`config.mk`:
```
export PLATFORM = sky130hd
export DESIGN_NAME = clock_time_counter_flat
export DESIGN_NICKNAME = d
export VERILOG_FILES = /design/src/rtl/clock_time_counter_if.sv /design/src/rtl/clock_time_counter.sv /design/src/flat_wrapper.sv
export SDC_FILE = /design/constraint.sdc
export NUM_CORES = 1
export LEC_CHECK = 0
export ABC_CLOCK_PERIOD_IN_PS = 5500
export CAP_MARGIN = 20
export CORE_AREA = 2 2 89 91
export CTS_CLUSTER_DIAMETER = 80
export CTS_CLUSTER_SIZE = 16
export DETAILED_ROUTE_END_ITERATION = 16
export DIE_AREA = 0 0 91 93
export DONT_BUFFER_PORTS = 1
export GPL_TIMING_DRIVEN = 0
export PLACE_DENSITY = 0.53
export SYNTH_ARGS = -nofsm -noshare
export SYNTH_HDL_FRONTEND = slang
export SYNTH_SLANG_ARGS = --single-unit
```
`constraint.sdc`:
```
create_clock -name CLK -period 5.5 [get_ports CLK]
set_input_delay 0.825 -clock CLK [delete_from_list [all_inputs] [get_ports CLK]]
set_output_delay 0.825 -clock CLK [all_outputs]
set_load 0.02 [all_outputs]
```
`src/rtl/clock_time_counter_if.sv`:
```
// Control inputs and BCD time outputs of the clock time-keeping core.
// Six 4-bit digits feed the downstream seven-segment decoders.
interface clock_time_counter_if;
  logic       RUN;
  logic       INC_MIN;
  logic       INC_HOUR;
  logic       TICK;
  logic [3:0] SEC_ONES;
  logic [3:0] SEC_TENS;
  logic [3:0] MIN_ONES;
  logic [3:0] MIN_TENS;
  logic [3:0] HOUR_ONES;
  logic [3:0] HOUR_TENS;

  modport master (
    output RUN, INC_MIN, INC_HOUR,
    input  TICK, SEC_ONES, SEC_TENS, MIN_ONES, MIN_TENS, HOUR_ONES, HOUR_TENS
  );

  modport slave (
    input  RUN, INC_MIN, INC_HOUR,
    output TICK, SEC_ONES, SEC_TENS, MIN_ONES, MIN_TENS, HOUR_ONES, HOUR_TENS
  );
endinterface

```
`src/rtl/clock_time_counter.sv`:
```
// 1 Hz prescaler plus a 24-hour HH:MM:SS BCD counter with minute/hour set buttons.
// Every output comes straight from a register.
module clock_time_counter #(
  parameter int CLK_FREQ = 50000000
) (
  input  logic                 CLK,
  input  logic                 RST_N,
  clock_time_counter_if.slave  bus
);

  localparam int            PW   = (CLK_FREQ > 2) ? $clog2(CLK_FREQ) : 1;
  localparam logic [PW-1:0] TERM = PW'(CLK_FREQ - 1);

  // Digit pairs are held as {tens, ones}.
  logic [PW-1:0] presc_q, presc_d;
  logic [7:0]    sec_q, sec_d;
  logic [7:0]    min_q, min_d;
  logic [7:0]    hour_q, hour_d;
  logic          tick_q, tick_d;
  logic          inc_min_q, inc_hour_q;
  logic          min_edge, hour_edge, hour_carry;

  function automatic logic [7:0] inc_mod60(input logic [7:0] v);
    logic [7:0] r;
    if (v[3:0] == 4'd9) begin
      if (v[7:4] == 4'd5) r = 8'h00;
      else                r = {v[7:4] + 4'd1, 4'd0};
    end else begin
      r = {v[7:4], v[3:0] + 4'd1};
    end
    return r;
  endfunction

  function automatic logic [7:0] inc_mod24(input logic [7:0] v);
    logic [7:0] r;
    if (v == 8'h23)             r = 8'h00;
    else if (v[3:0] == 4'd9)    r = {v[7:4] + 4'd1, 4'd0};
    else                        r = {v[7:4], v[3:0] + 4'd1};
    return r;
  endfunction

  assign min_edge  = bus.INC_MIN  & ~inc_min_q;
  assign hour_edge = bus.INC_HOUR & ~inc_hour_q;

  always_comb begin
    presc_d    = presc_q;
    sec_d      = sec_q;
    min_d      = min_q;
    hour_d     = hour_q;
    tick_d     = 1'b0;
    hour_carry = 1'b0;
    if (min_edge) begin
      // A minute set restarts the current minute and swallows any pending tick.
      min_d   = inc_mod60(min_q);
      sec_d   = 8'h00;
      presc_d = '0;
    end else if (bus.RUN) begin
      if (presc_q == TERM) begin
        presc_d = '0;
        tick_d  = 1'b1;
        sec_d   = inc_mod60(sec_q);
        if (sec_q == 8'h59) begin
          min_d      = inc_mod60(min_q);
          hour_carry = (min_q == 8'h59);
        end
      end else begin
        presc_d = presc_q + PW'(1);
      end
    end
    // Carry and hour button collapse into a single increment.
    if (hour_edge || hour_carry) hour_d = inc_mod24(hour_q);
  end

  always_ff @(posedge CLK or negedge RST_N) begin
    if (!RST_N) begin
      presc_q    <= '0;
      sec_q      <= 8'h00;
      min_q      <= 8'h00;
      hour_q     <= 8'h00;
      tick_q     <= 1'b0;
      inc_min_q  <= 1'b0;
      inc_hour_q <= 1'b0;
    end else begin
      presc_q    <= presc_d;
      sec_q      <= sec_d;
      min_q      <= min_d;
      hour_q     <= hour_d;
      tick_q     <= tick_d;
      inc_min_q  <= bus.INC_MIN;
      inc_hour_q <= bus.INC_HOUR;
    end
  end

  assign bus.TICK      = tick_q;
  assign bus.SEC_ONES  = sec_q[3:0];
  assign bus.SEC_TENS  = sec_q[7:4];
  assign bus.MIN_ONES  = min_q[3:0];
  assign bus.MIN_TENS  = min_q[7:4];
  assign bus.HOUR_ONES = hour_q[3:0];
  assign bus.HOUR_TENS = hour_q[7:4];

endmodule

```
`src/flat_wrapper.sv`:
```
// flat-port wrapper written by rule: the top's interface ports become plain ports
module clock_time_counter_flat 
#(
  parameter int CLK_FREQ = 50000000
)
  (CLK, RST_N, bus_RUN, bus_INC_MIN, bus_INC_HOUR, bus_TICK, bus_SEC_ONES, bus_SEC_TENS, bus_MIN_ONES, bus_MIN_TENS, bus_HOUR_ONES, bus_HOUR_TENS);
  clock_time_counter_if bus_i ();
  input  logic CLK;
  input  logic RST_N;
  input wire logic [$bits(bus_i.RUN)-1:0] bus_RUN;
  input wire logic [$bits(bus_i.INC_MIN)-1:0] bus_INC_MIN;
  input wire logic [$bits(bus_i.INC_HOUR)-1:0] bus_INC_HOUR;
  output wire logic [$bits(bus_i.TICK)-1:0] bus_TICK;
  output wire logic [$bits(bus_i.SEC_ONES)-1:0] bus_SEC_ONES;
  output wire logic [$bits(bus_i.SEC_TENS)-1:0] bus_SEC_TENS;
  output wire logic [$bits(bus_i.MIN_ONES)-1:0] bus_MIN_ONES;
  output wire logic [$bits(bus_i.MIN_TENS)-1:0] bus_MIN_TENS;
  output wire logic [$bits(bus_i.HOUR_ONES)-1:0] bus_HOUR_ONES;
  output wire logic [$bits(bus_i.HOUR_TENS)-1:0] bus_HOUR_TENS;
  assign bus_i.RUN = bus_RUN;
  assign bus_i.INC_MIN = bus_INC_MIN;
  assign bus_i.INC_HOUR = bus_INC_HOUR;
  assign bus_TICK = bus_i.TICK;
  assign bus_SEC_ONES = bus_i.SEC_ONES;
  assign bus_SEC_TENS = bus_i.SEC_TENS;
  assign bus_MIN_ONES = bus_i.MIN_ONES;
  assign bus_MIN_TENS = bus_i.MIN_TENS;
  assign bus_HOUR_ONES = bus_i.HOUR_ONES;
  assign bus_HOUR_TENS = bus_i.HOUR_TENS;
  clock_time_counter #(.CLK_FREQ(CLK_FREQ)) u_core (.CLK(CLK), .RST_N(RST_N), .bus(bus_i));
endmodule
```
After elaboration in Yosys (flattened, before gate mapping)
Cells that the tools add are included.
{"block": "classes", "addsub": 7, "n_eq_ne": 9, "mux": 23, "bitwise": 4, "n_reduce_logical": 10}
{"cell": "$mux W8", "n": 13}
{"cell": "$mux W26", "n": 3}
{"cell": "$add A26 B1 Y26 const B", "n": 1}
{"cell": "$eq A26 B26 Y1 const B", "n": 1}
{"cell": "$add A4 B1 Y4 const B", "n": 6}
{"cell": "$eq A8 B7 Y1 const B", "n": 2}
{"cell": "$eq A4 B4 Y1 const B", "n": 3}
{"cell": "$reduce_bool A2 Y1", "n": 5}
{"cell": "$eq A4 B3 Y1 const B", "n": 2}
{"cell": "$eq A8 B6 Y1 const B", "n": 1}
{"cell": "$mux W1", "n": 7}
{"cell": "$reduce_and A3 Y1", "n": 2}
{"cell": "$reduce_and A2 Y1", "n": 2}
{"cell": "$and A1 B1 Y1", "n": 2}
{"cell": "$not A1 Y1", "n": 2}
{"cell": "$logic_or A1 B1 Y1", "n": 1}
{"block": "totals", "regBits": 53, "in_bits": 5, "output_inout_bits": 25, "elab_cells": 62}

Depth between registers and ports, before layout
Gate-level depths: netlist of the first run.
{"block": "depth", "word_depth": 7, "mapped_depth": 10, "depth_no_buf": 8}

Worst setup path before layout of the first run
Ideal clock, no wire load.
{"block": "synth_timing", "path_kind": "register to register", "from": "register u_core.presc_q[0]", "to": "register u_core.hour_q[3]", "setup_ps": 124, "arrival_time_ps": 2339, "required_ps": 5376, "path_slack_ps": 3037, "stages_incl_launch_ff": 10, "synth_period_minus_slack_ps": 2463, "path_cell_list": "dfrtp_1 > ha_1 > and4_2 > nand4_2 > or4_4 > buf_6 > o31ai_4 > buf_6 > o21ai_1 > a211o_1"}
{"block": "synth_via", "elab_chain_len": 5}
{"item": "start, declared", "line_no": "clock_time_counter.sv:15", "rtl": "logic [PW-1:0] presc_q, presc_d;"}
{"item": "start signal, assigned", "line_no": "clock_time_counter.sv:84", "rtl": "presc_q <= presc_d;"}
{"item": "$eq A26 B26 Y1", "line_no": "clock_time_counter.sv:58", "rtl": "if (presc_q == TERM) begin"}
{"item": "$mux W1", "line_no": "clock_time_counter.sv:58"}
{"item": "$mux W1", "line_no": "clock_time_counter.sv:57", "rtl": "end else if (bus.RUN) begin"}
{"item": "$mux W1", "line_no": "clock_time_counter.sv:52", "rtl": "if (min_edge) begin"}
{"item": "$logic_or A1 B1 Y1", "line_no": "clock_time_counter.sv:71", "rtl": "if (hour_edge || hour_carry) hour_d = inc_mod24(hour_q);"}
{"item": "end signal, assigned", "line_no": "clock_time_counter.sv:87", "rtl": "hour_q <= hour_d;"}
{"item": "end, declared", "line_no": "clock_time_counter.sv:18", "rtl": "logic [7:0] hour_q, hour_d;"}
Every way passes these cells.
A chain may end at the register's enable or synchronous reset.

Final worst setup path of the first run
Same ends and word-level chain as after synthesis.

==> results of run 1 <==
-- how the worst max path moves through the flow --
stage,endpoint,cells after the start
finish,u_core.hour_q[3]$_DFFE_PN0P_,9
global route,u_core.min_q[6]$_DFFE_PN0P_,8
CTS,u_core.hour_q[3]$_DFFE_PN0P_,9
detailed placement,u_core.hour_q[3]$_DFFE_PN0P_,9
global placement,u_core.hour_q[3]$_DFFE_PN0P_,9
floorplan,u_core.hour_q[3]$_DFFE_PN0P_,9
-- synth_stat cells, types with 2 or more instances --
cell	count
and4_1	4
buf_6	4
ha_1	9
a21oi_1	14
inv_1	6
and4_2	2
dfrtp_1	53
nand3_1	14
and3_2	2
nor4b_1	2
a211o_1	2
nand4_1	9
xnor2_1	11
o21ai_0	22
a31oi_1	4
or2_2	2
or4_1	2
nor3_1	7
and3b_1	2
xor2_1	10
nor2b_1	3
a22o_1	2
and2_1	3
nand3b_1	4
nor2_1	34
mux2_2	4
or3_1	3
o31ai_1	2
clkbuf_1	4
nor4_1	6
and3_1	2
nand2_1	31
-- layout make-up --
| type | count | area (µm²) | share of cell area |
|---|---|---|---|
| clock buffers | 5 | 68.8 | 0.0219 |
| plain buffers | 9 | 65.1 | 0.0207 |
| inverters | 6 | 22.5 | 0.00715 |
| multi-input cells | 235 | 1510 | 0.480 |
| clock inverters | 3 | 21.3 | 0.00676 |
| well taps | 102 | 128 | 0.0405 |
| repair buffers | 1 | 5.00 | 0.00159 |
| flip-flops and latches | 53 | 1330 | 0.421 |
-- metrics by stage --
| stage | instance area [µm²] | utilization |
|---|---|---|
| after detailed placement | 3050 | 0.406 |
| final | 3150 | 0.418 |
| after global placement | 3050 | 0.406 |
| after global routing | 3150 | 0.418 |
| after floorplan | 2930 | - |
| after CTS | 3140 | 0.418 |
-- cell families after synthesis --
family / Yosys count / synth area share
adders and majority gates: 9 / 0.0385
xor gates and xnor gates: 21 / 0.0629
muxes: 6 / 0.0239
AOI/OAI and AO/OA: 53 / 0.110
and+or+nand+nor: 146 / 0.281
DFF: 53 / 0.453
buffers and inverters: 15 / 0.0299
-- worst reg2reg max path, cell delays in order, from the launching register on --
cell and delay [ns]:
dfrtp_1 0.46, ha_1 0.25, and4_2 0.30, nand4_2 0.14, or4_4 0.55, buf_6 0.15
o31ai_4 0.26, buf_6 0.17, o21ai_1 0.07, a211o_1 0.31
-- layer usage --
layer | global-route usage | vias up | part of all wire
met3 | 0.0322 | 6 | 0.032
met2 | 0.232 | 29 | 0.46
met4 | 0.0404 | 0 | 0.0085
met5 | 0 | - | 0
met1 | 0.212 | 1036 | 0.50
li1 | - | 1100 | -
-- sequential cells by signal, indices dropped and copies added (netlist names) --
name,flops
u_core.min_q,8
u_core.presc_q,26
u_core.sec_q,8
u_core.bus.TICK,1
u_core.hour_q,8
u_core.inc_hour_q,1
u_core.inc_min_q,1
-- power by group --
group | switching [µW] | leakage (µW) | internal (µW)
Combinational | 74.5 | 0.000553 | 91.0
Sequential | 149 | 0.000705 | 442
Clock | 134 | 0.0000445 | 90.7
Total | 357 | 0.00130 | 624
==> impl_metrics.toml, run 1 <==
[pwr]
p_leak_uw = 0.00130
max-vdd-ir-drop_uv = 120
p_total_uw = 981
powerDensity_mw_per_mm2 = 312

[worst_hold_path]
hold_class = "primary input to asynchronous set/reset pin"

[timing]
report.final.slew_viol_count = 0
setup_viol = 0
clock.fmax_ghz = 0.363
maxSlewHeadroom = 0.433
final-hold-violation-count = 0
rsz0062_at_grt = "no"
min_period_ns = 2.76
holdWs_ns = 0.203
fin_crit_sh = 0.501
fin_skew_ns = 0.00667
fin_setup_tns_ns = 0
max_slew.worst_pin.slew_ns = 0.843
timing.final.ws_setup_ns = 2.74

[route]
drt_wl_total_um = 5890
vias = 2171
wl_per_cell_um = 14.2
via_per_inst = 5.24
drt_iter0_drc = 65
first_pass_iters = 4
drtAntennaViolNets = 0
post-route-drc-count = 0

[worst_setup_path]
path_max_fanout = 10
startpoint_type = "flop"
critPathArrivalTime_ns = 2.96
regToRegStartpoint = "u_core.presc_q[0]$_DFFE_PN0P_"
crit_start = "u_core.presc_q[0]$_DFFE_PN0P_"
r2r_slack_ns = 2.74
worst-r2r-cell-count = 9
worstPathRequired_ns = 5.70
r2r_end = "u_core.hour_q[3]$_DFFE_PN0P_"
cp_slowest_stage_delay_ns = 0.55
end_kind = "flop"
cp_top_family = "simple AND/OR/NAND/NOR gates"
worst-path-buf-inv = 2
worst-setup-path-type = "flop to flop"
crit_slowest_cell = "or4_4"
crit_chain = "ha_1, and4_2, nand4_2, or4_4, buf_6, o31ai_4, buf_6, o21ai_1, a211o_1"
cp_common_cell = "buf_6"

[logic_synthesis]
ys_ff_latch = 53
ys_top_cells_by_area = "dfrtp_1 45%, nor2_1 4.4%, nand2_1 4.0%"
yosysWarningCount = 0
synth_top_area_frac = 0.453
async_flop_share = 1.00
syn_area_mm2 = 0.00293
synth_edf_count = 0
yosysUniqueCellTypes = 56
ys_dominant_reg_cell = "dfrtp_1"
yosysTopAreaCell = "dfrtp_1"
syn_nets = 317
yosysSeqAreaShare = 0.453
synthCells = 303
avgSynthCellArea_um2 = 9.65

[layout]
fillers = 770
layout_commonest_cell = "dfrtp_1"
layout.nets = 325
syn2layout_area_growth_pct = 7.61
layout_common_cells = "53 x dfrtp_1, 34 x nor2_1, 31 x nand2_1, 22 x o21ai_0"
antennaDiodeCount = 0
finalNonFillerCells = 414
drive_gt1_frac = 0.112

[clocking]
cts_resized = 0
postCtsSetupBuffers = 0
cts_made_buffers = 5
clk_pin_slew_worst_paths_ns = 0.10
cts.sinks = 53
cts.htree.levels = 2
cts_tree = "done"
clock_latency_ns = 0.31
hold_buffers = 0
cts_buffer_depth = 2
cts_root_buf = "clkbuf_8"

[global_route]
grt_pass1_vias = 2092
grt_pass1_wl_um = 10300
grt.total_usage = 0.149
grt_max_degree = 54
grt_overflow = 0
antenna_found_initial = 0

[die]
core_mm2 = 0.00753
die_h_um = 93
io_pins = 30
initial_utilization = 0.389
design.die.area_mm2 = 0.00846
fp.dieW_um = 91
row_count = 32

[outcome]
outcome = "finished, final reports clean"

[run]
max-cap-violations = 0

[placed_design]
hpwl_um = 4190
pre_cts_slack_ns = 2.78
dp.cells = 405
io_buffers = 0
place_congestion = 0.826
Note: power is estimated with default switching activity, not from simulation.
==> inputs of run 2 (changes only) <==
- ABC_CLOCK_PERIOD_IN_PS: 5500 -> 2700
- clock period: 5.5 -> 2.7 ns (I/O delays scaled with it)
==> run 2 against run 1 <==
Routed wire length grew 0.68%; global-route usage grew 0.16 points; clock power grew 100%; first-iteration DRC count increased by 23%; sequential power is 100% higher; via count rose by 2.3%; largest cell class unchanged.
==> impl_metrics.toml, run 2 (same netlist as run 1, synthesis figures left out) <==
[layout]
layout_commonest_cell = "dfrtp_1"
drive_gt1_frac = 0.145
layout.nets = 330
layout_common_cells = "47 x dfrtp_1, 34 x nor2_1, 31 x nand2_1, 21 x o21ai_0"
final_area_mm2 = 0.00323
syn2layout_area_growth_pct = 10.4
fillers = 767
antennaDiodeCount = 0
largest_reg_flops = 26
finalNonFillerCells = 419
largest-register = "u_core.presc_q"

[clocking]
clk_pin_slew_worst_paths_ns = 0.10
cts_buffer_depth = 2
cts.sinks = 53
cts_tree = "done"
clock_latency_ns = 0.31
cts.htree.levels = 2
cts_root_buf = "clkbuf_8"
cts_made_buffers = 5

[pwr]
p_leak_uw = 0.00131
max-vdd-ir-drop_uv = 243
powerDensity_mw_per_mm2 = 628

[run]
max-cap-violations = 0

[worst_setup_path]
end_kind = "flop"
crit_chain = "nor4b_4, nand4_4, or4_4, buf_6, o31ai_4, buf_6, o21ai_1, a211o_1"
crit_slowest_cell = "or4_4"
worstPathRequired_ns = 2.90
critPathArrivalTime_ns = 2.78
startpoint_type = "flop"
path_max_fanout = 10
worst-setup-path-type = "flop to flop"
cp_common_cell = "buf_6"
cp_slowest_stage_delay_ns = 0.54

[placed_design]
place_congestion = 0.826
pre_cts_slack_ns = -0.0245
hpwl_um = 4190
io_buffers = 0
place_area_mm2 = 0.00305
dp.cells = 405

[global_route]
grt_pass1_vias = 2118
antenna_found_initial = 0
grt_max_degree = 54
grt.total_usage = 0.151
grt_pass1_wl_um = 10400
grt_overflow = 0

[die]
io_pins = 30
row_count = 32
initial_utilization = 0.389
fp.dieW_um = 91
die_h_um = 93
design.die.area_mm2 = 0.00846
core_mm2 = 0.00753

[timing]
setup_viol = 0
fin_skew_ns = 0.00754
maxSlewHeadroom = 0.423
timing.final.ws_setup_ns = 0.124
max_slew.worst_pin.slew_ns = 0.858
clock.fmax_ghz = 0.388
report.final.slew_viol_count = 0
min_period_ns = 2.58
final-hold-violation-count = 0
holdWs_ns = 0.114
fin_crit_sh = 0.954

[route]
via_per_inst = 5.30
vias = 2222
drtAntennaViolNets = 0
first_pass_iters = 4
wl_per_cell_um = 14.1
drt_iter0_drc = 80
post-route-drc-count = 0
drt_wl_total_um = 5930

[worst_hold_path]
hold_class = "primary input to flop"

[outcome]
outcome = "finished, final reports clean"
==> run 2: worst max-delay path, delay by kind of cell, from the launching register on <==
family / cells / cell delay, ns
simple gates: 3 / 1.07
compound gates: 3 / 0.63
buf+inv: 2 / 0.32
flops: 1 / 0.45
==> run 2: cell type report <==
type | instances | area [µm²] | share of cell area
Inverter | 6 | 22.5 | 0.00698
Sequential cell | 53 | 1330 | 0.413
Multi-Input combinational cell | 235 | 1520 | 0.472
Clock buffer | 5 | 68.8 | 0.0213
Buffer | 9 | 65.1 | 0.0202
Clock inverter | 3 | 21.3 | 0.00659
Timing Repair Buffer | 6 | 65.1 | 0.0202
Tap cell | 102 | 128 | 0.0395
==> run 2: timing repair <==
action	CTS	global route
pin swaps	0	1
hold buffers	2	0
endpoints found under the hold margin	53	0
setup endpoints to repair	5	6
cloned	0	0
gates resized for setup	1	9
buffers inserted	2	1
==> run 2: routing by layer <==
| layer | up-vias | wire (µm) | GRT usage |
|---|---|---|---|
| li1 | 1110 | - | - |
| met1 | 1079 | 2880 | 0.212 |
| met2 | 29 | 2800 | 0.238 |
| met3 | 4 | 204 | 0.0322 |
| met4 | 0 | 42 | 0.0404 |
| met5 | - | 0 | 0 |
==> run 2: metrics by stage <==
stage | power (µW) | setup TNS [ns] | util
after floorplan | 1460 | 0 | -
after global placement | 1550 | -0.0154 | 0.406
after detailed placement | 1560 | -0.0422 | 0.406
after CTS | 2060 | 0 | 0.425
after global routing | 2170 | -0.0132 | 0.429
final | 2030 | 0 | 0.429
==> run 2: power breakdown <==
part           switching [µW]  leakage, µW  internal, µW
sequential                299     0.000696           901
combinational             173     0.000573           198
clock                     271    0.0000445           185
==> run 2: path summary, 6_finish.rpt <==
path,cells past startpoint,start,to,slack [ns]
min in group asynchronous,2,RST_N,u_core.hour_q[5]$_DFFE_PN0P_,0.62
hold / removal,0,bus_INC_HOUR,u_core.inc_hour_q$_DFF_PN0_,0.11
hold reg to reg,1,u_core.presc_q[22]$_DFFE_PN0P_,u_core.presc_q[22]$_DFFE_PN0P_,0.49
setup / recovery,8,u_core.presc_q[7]$_DFFE_PN0P_,u_core.hour_q[3]$_DFFE_PN0P_,0.12
setup reg to reg,8,u_core.presc_q[7]$_DFFE_PN0P_,u_core.hour_q[3]$_DFFE_PN0P_,0.12
max in group asynchronous,2,RST_N,u_core.presc_q[8]$_DFFE_PN0P_,1.83
